--- config.mk ---
export PLATFORM = sky130hd
export DESIGN_NAME = handshake_fifo_buffer_flat
export DESIGN_NICKNAME = d
export VERILOG_FILES = /design/src/rtl/handshake_fifo_buffer_if.sv /design/src/rtl/handshake_fifo_buffer.sv /design/src/flat_wrapper.sv
export SDC_FILE = /design/constraint.sdc
export NUM_CORES = 1
export LEC_CHECK = 0
export ABC_AREA = 1
export CORE_UTILIZATION = 55
export DETAILED_ROUTE_END_ITERATION = 10
export PLACE_DENSITY_LB_ADDON = 0.08
export SETUP_SLACK_MARGIN = 0.4
export SYNTH_ARGS = -nofsm -noshare
export SYNTH_HDL_FRONTEND = slang
export SYNTH_SLANG_ARGS = --single-unit
--- constraint.sdc ---
create_clock -name clk -period 3.2 [get_ports clk]
set_clock_uncertainty 0.2 [all_clocks]
set_input_delay 0.48 -clock clk [delete_from_list [all_inputs] [get_ports clk]]
set_output_delay 0.48 -clock clk [all_outputs]
set_load 0.01 [all_outputs]
--- src/rtl/handshake_fifo_buffer_if.sv ---
// Valid/ready channel bundle for the elastic FIFO buffer: the upstream token
// stream (ins*), the downstream head stream (outs*) and the occupancy count.
interface handshake_fifo_buffer_if #(
    parameter int DATA_WIDTH = 32,
    parameter int DEPTH      = 4
);
    localparam int CW = $clog2(DEPTH + 1);

    // A token moves on a rising edge exactly when valid && ready on that side.
    // A producer that raised valid keeps data/valid stable until ready; ready
    // may come and go freely and never depends combinationally on valid.
    logic [DATA_WIDTH-1:0] ins;
    logic                  ins_valid;
    logic                  ins_ready;
    logic [DATA_WIDTH-1:0] outs;
    logic                  outs_valid;
    logic                  outs_ready;
    logic [CW-1:0]         count;

    modport master (
        output ins, ins_valid, outs_ready,
        input  ins_ready, outs, outs_valid, count
    );

    modport slave (
        input  ins, ins_valid, outs_ready,
        output ins_ready, outs, outs_valid, count
    );
endinterface

--- src/rtl/handshake_fifo_buffer.sv ---
// Elastic FIFO buffer between dataflow units: DEPTH registered slots, explicit
// pointer wrap so any DEPTH in 2..64 works, all handshake outputs registered-state only.
module handshake_fifo_buffer #(
    parameter int DATA_WIDTH = 32,
    parameter int DEPTH      = 4
) (
    input logic clk,
    input logic rst,
    handshake_fifo_buffer_if.slave bus
);
    localparam int PW = $clog2(DEPTH);
    localparam int CW = $clog2(DEPTH + 1);
    localparam logic [PW-1:0] LAST = PW'(DEPTH - 1);
    localparam logic [CW-1:0] FULL = CW'(DEPTH);

    logic [DATA_WIDTH-1:0] mem [DEPTH];
    logic [PW-1:0]         wp;
    logic [PW-1:0]         rp;
    logic [CW-1:0]         cnt;
    logic                  not_full;
    logic                  not_empty;
    logic                  push;
    logic                  pop;

    assign not_full  = (cnt != FULL);
    assign not_empty = (cnt != '0);

    // No pass-through when full and no bypass when empty: both sides see only cnt.
    assign push = rst && bus.ins_valid && not_full;
    assign pop  = rst && bus.outs_ready && not_empty;

    assign bus.ins_ready  = not_full;
    assign bus.outs_valid = not_empty;
    assign bus.outs       = not_empty ? mem[rp] : '0;
    assign bus.count      = cnt;

    always_ff @(posedge clk) begin
        if (push) begin
            mem[wp] <= bus.ins;
        end
    end

    always_ff @(posedge clk or negedge rst) begin
        if (!rst) begin
            wp  <= '0;
            rp  <= '0;
            cnt <= '0;
        end else begin
            if (push) begin
                wp <= (wp == LAST) ? '0 : wp + PW'(1);
            end
            if (pop) begin
                rp <= (rp == LAST) ? '0 : rp + PW'(1);
            end
            case ({push, pop})
                2'b10:   cnt <= cnt + CW'(1);
                2'b01:   cnt <= cnt - CW'(1);
                default: cnt <= cnt;
            endcase
        end
    end
endmodule

--- src/flat_wrapper.sv ---
// flat-port wrapper written by rule: the top's interface ports become plain ports
module handshake_fifo_buffer_flat 
#(
    parameter int DATA_WIDTH = 32,
    parameter int DEPTH      = 4
)
  (clk, rst, bus_ins, bus_ins_valid, bus_outs_ready, bus_ins_ready, bus_outs, bus_outs_valid, bus_count);
  handshake_fifo_buffer_if #(.DATA_WIDTH(DATA_WIDTH), .DEPTH(DEPTH)) bus_i ();
  input logic clk;
  input logic rst;
  input wire logic [$bits(bus_i.ins)-1:0] bus_ins;
  input wire logic [$bits(bus_i.ins_valid)-1:0] bus_ins_valid;
  input wire logic [$bits(bus_i.outs_ready)-1:0] bus_outs_ready;
  output wire logic [$bits(bus_i.ins_ready)-1:0] bus_ins_ready;
  output wire logic [$bits(bus_i.outs)-1:0] bus_outs;
  output wire logic [$bits(bus_i.outs_valid)-1:0] bus_outs_valid;
  output wire logic [$bits(bus_i.count)-1:0] bus_count;
  assign bus_i.ins = bus_ins;
  assign bus_i.ins_valid = bus_ins_valid;
  assign bus_i.outs_ready = bus_outs_ready;
  assign bus_ins_ready = bus_i.ins_ready;
  assign bus_outs = bus_i.outs;
  assign bus_outs_valid = bus_i.outs_valid;
  assign bus_count = bus_i.count;
  handshake_fifo_buffer #(.DATA_WIDTH(DATA_WIDTH), .DEPTH(DEPTH)) u_core (.clk(clk), .rst(rst), .bus(bus_i));
endmodule
==> reports/qor.csv <==
metric,value,unit
Worst EP required,2.52,ns
io pins,73,
wire per inst,15.3,um
slowest CP cell,dfrtp_4,
DR pass1 iterations,4,
R2R depth,10,
switching part of the total,33.0,%
Sequential Power Share,33.3,%
crit path capture type,output pin,
Comb pwr share,36.6,%
Post-layout nets,700,
WS Path Type,register to output pin,
CP endpoint,bus_outs[12],
first-pass GRT wire length,20300,um
"Net Count, Synth",608,
number of global-route vias before repair,4193,
Via density,4.97,
Placed Area,6870,um^2
VDD IR-drop max,0.000471,V
ratio of cells with drive above 1 in the final layout,10.4,%
cell area after layout,7590,um^2
R2R setup slack,0.84,ns
clock latency on the worst-skew pair,0.52,ns
CTS buffer count,17,
largest net degree at the start of global routing,43,
CP peak stage delay,0.52,ns
met1 wire length,5160,um
setup TNS,0,ns
synthesized flop and latch total,135,
Multi-input gate area,1240,um^2
routed vias,4002,
fin. max-slew vios,0,
Fill cells,710,
Starting Density,56.9,%
gr ovfl total,0,
placer congestion estimate,0.728,
crit path max fanout,22,
WL met3,533,um
crit path DAT,2.02,ns
DP HPWL,7150,um
"commonest non-fill, non-tap cell in the layout",nand2_1,
P_sw,2.23,mW
Area growth syn-to-layout,28.5,%
Critical path buffers and inverters,3,
CTS Root Cell,clkbuf_8,
htree depth,4,
worst reg2reg endpoint,u_core.bus.count[2]$_DFFE_PN0P_,
Worst Hold Class,input port to asynchronous set/reset pin,
"wirelength, routed",12400,um
f_max,0.370,GHz
Crit path depth,6,
result of the run,"finished, final reports clean",
Starting DRT DRC Count,224,
number of remaining DRC errors,0,
Tightest Pin Transition,0.531,ns
gr usage total,24.4,%
Die H,106,um
final number of setup-violating endpoints,0,
antenna violation net count after detailed routing,0,
diode count,0,
RSZ-0062 raised after global routing,no,
period utilization,84.4,%
max-cap violation count,0,
Relative slew margins,64.5,%
final core utilization,73.2,%
CTS tree,built,
Die Wd,106,um
Critical Path Start Type,register,
die area,11200,um^2
Post-Synthesis Cells,565,
Pleak,3.47,nW
Pwr Density,893,nW/um^2
"Clk pin slew, worst setup/hold paths",0.06,ns
row cnt,37,
PnR Total Power,6.78,mW
R2R Path Start,u_core.bus.count[0]$_DFFE_PN0P_,
core region area,10400,um^2
register area,4020,um^2
Int Power,4.54,mW
Port Buffer Count,72,
clk sinks,135,
synth warn,0,
CP startpoint,u_core.rp[0]$_DFFE_PN0P_,
CP top delay family,buffers and inverters,
clock power share,30.1,%
crit-path cells,inv_2 -> buf_4 -> nand2_1 -> nand3_1 -> a21oi_1 -> dlygate4sd2_1,
most frequent cells in the layout,"143 x nand2_1, 137 x inv_1, 128 x edfxtp_1",
antenna violations before repair,0,
Final Hold Violating Endpoints,0,
mapped cell area,5910,um^2
synth unique cells,19,
Final min period,2.70,ns
"Seq/Total Area, Yosys",68.1,%
syn_area_per_cell,10.5,um^2
Clock Tree Buf Depth,2,
DR top layer,met4,
met2 routed WL,6420,um
[worst min-delay path by stage]
stage | to | slack, ns | startpoint | cells after the start
after floorplan | u_core.bus.count[0]$_DFFE_PN0P_ | -0.02 | rst | 0
after global placement | u_core.bus.count[1]$_DFFE_PN0P_ | 0.31 | u_core.bus.count[1]$_DFFE_PN0P_ | 2
after detailed placement | u_core.bus.count[1]$_DFFE_PN0P_ | 0.32 | u_core.bus.count[1]$_DFFE_PN0P_ | 2
after CTS | u_core.rp[0]$_DFFE_PN0P_ | 0.1 | rst | 2
after global routing | u_core.rp[0]$_DFFE_PN0P_ | 0.12 | rst | 2
final | u_core.rp[1]$_DFFE_PN0P_ | 0.10 | rst | 2
[through the flow]
stage	hold WS (ns)	setup WS (ns)	cells
after global routing	0.124	0.423	806
after detailed placement	0.324	0.488	765
final	0.104	0.500	806
after CTS	0.0985	0.407	806
after global placement	0.314	0.533	765
after floorplan	-0.0156	0.385	565
[routing by layer]
metal / track usage (%) / vias up
met3: 5.13 / 20
met5: 0 / -
li1: - / 1972
met2: 41.0 / 108
met4: 12.8 / 0
met1: 29.7 / 1902
[cells by family after synthesis]
family / share of synthesized area [%]
adder cells (fa/ha/maj): 1.61
AND/OR/NAND/NOR: 15.8
XOR/XNOR: 0.148
flip-flops: 68.1
AO/OA/AOI/OAI: 2.88
buffers and inverters: 11.5
[worst register-to-register path, cell delays in order, from the launching register on]
cell and delay, ns:
dfrtp_1 0.42, inv_2 0.12, nand3_2 0.10, nand3_1 0.40
ha_1 0.27, inv_1 0.07, fa_1 0.38, nand2_1 0.11
nand3_1 0.08, nand2_1 0.06, nand2_1 0.05
[cells in the mapped netlist]
| master | count | area share (%) |
|---|---|---|
| ha_1 | 6 | 1.3 |
| fa_1 | 1 | 0.34 |
| or2_1 | 1 | 0.11 |
| edfxtp_1 | 128 | 65 |
| inv_2 | 8 | 0.51 |
| nand3_2 | 2 | 0.34 |
| dfrtp_1 | 7 | 3.0 |
| a21oi_1 | 32 | 2.7 |
| o21ai_0 | 1 | 0.085 |
| buf_4 | 4 | 0.51 |
| nand2_1 | 143 | 9.1 |
| o21ai_1 | 1 | 0.085 |
| nor2_1 | 5 | 0.32 |
| nand3_1 | 66 | 5.6 |
| xnor2_1 | 1 | 0.15 |
| buf_6 | 2 | 0.38 |
| inv_1 | 137 | 8.7 |
| nand4_1 | 3 | 0.32 |
| buf_2 | 17 | 1.4 |
[cell type report]
class / instances / area share (%)
clock inverter: 14 / 2.72
clock buffer: 18 / 5.51
timing repair buffer: 96 / 12.9
multi-input combinational: 262 / 16.3
inverter: 145 / 7.30
tap: 136 / 2.24
sequential: 135 / 53.0
[repair_timing]
| item | in CTS | in global routing |
|---|---|---|
| hold buffers | 0 | 0 |
| pin swaps | 0 | 0 |
| buffers inserted | 9 | 0 |
| setup endpoints to repair | 32 | 10 |
| gates resized for setup | 32 | 11 |
[sequential cells by signal, summed over array words and instances, names as in the netlist]
name	count
u_core.bus.count	3
u_core.mem	128
u_core.wp	2
u_core.rp	2
[power groups by stage]
stage / Clock, mW / Sequential, mW / Combinational, mW
floorplan: 0 / 2.27 / 1.38
global placement: 0 / 2.29 / 2.47
detailed placement: 0 / 2.30 / 2.51
CTS: 2.06 / 2.25 / 2.53
global route: 2.14 / 2.27 / 2.74
finish: 2.04 / 2.25 / 2.48
Note: power is estimated with default switching activity, not from simulation.
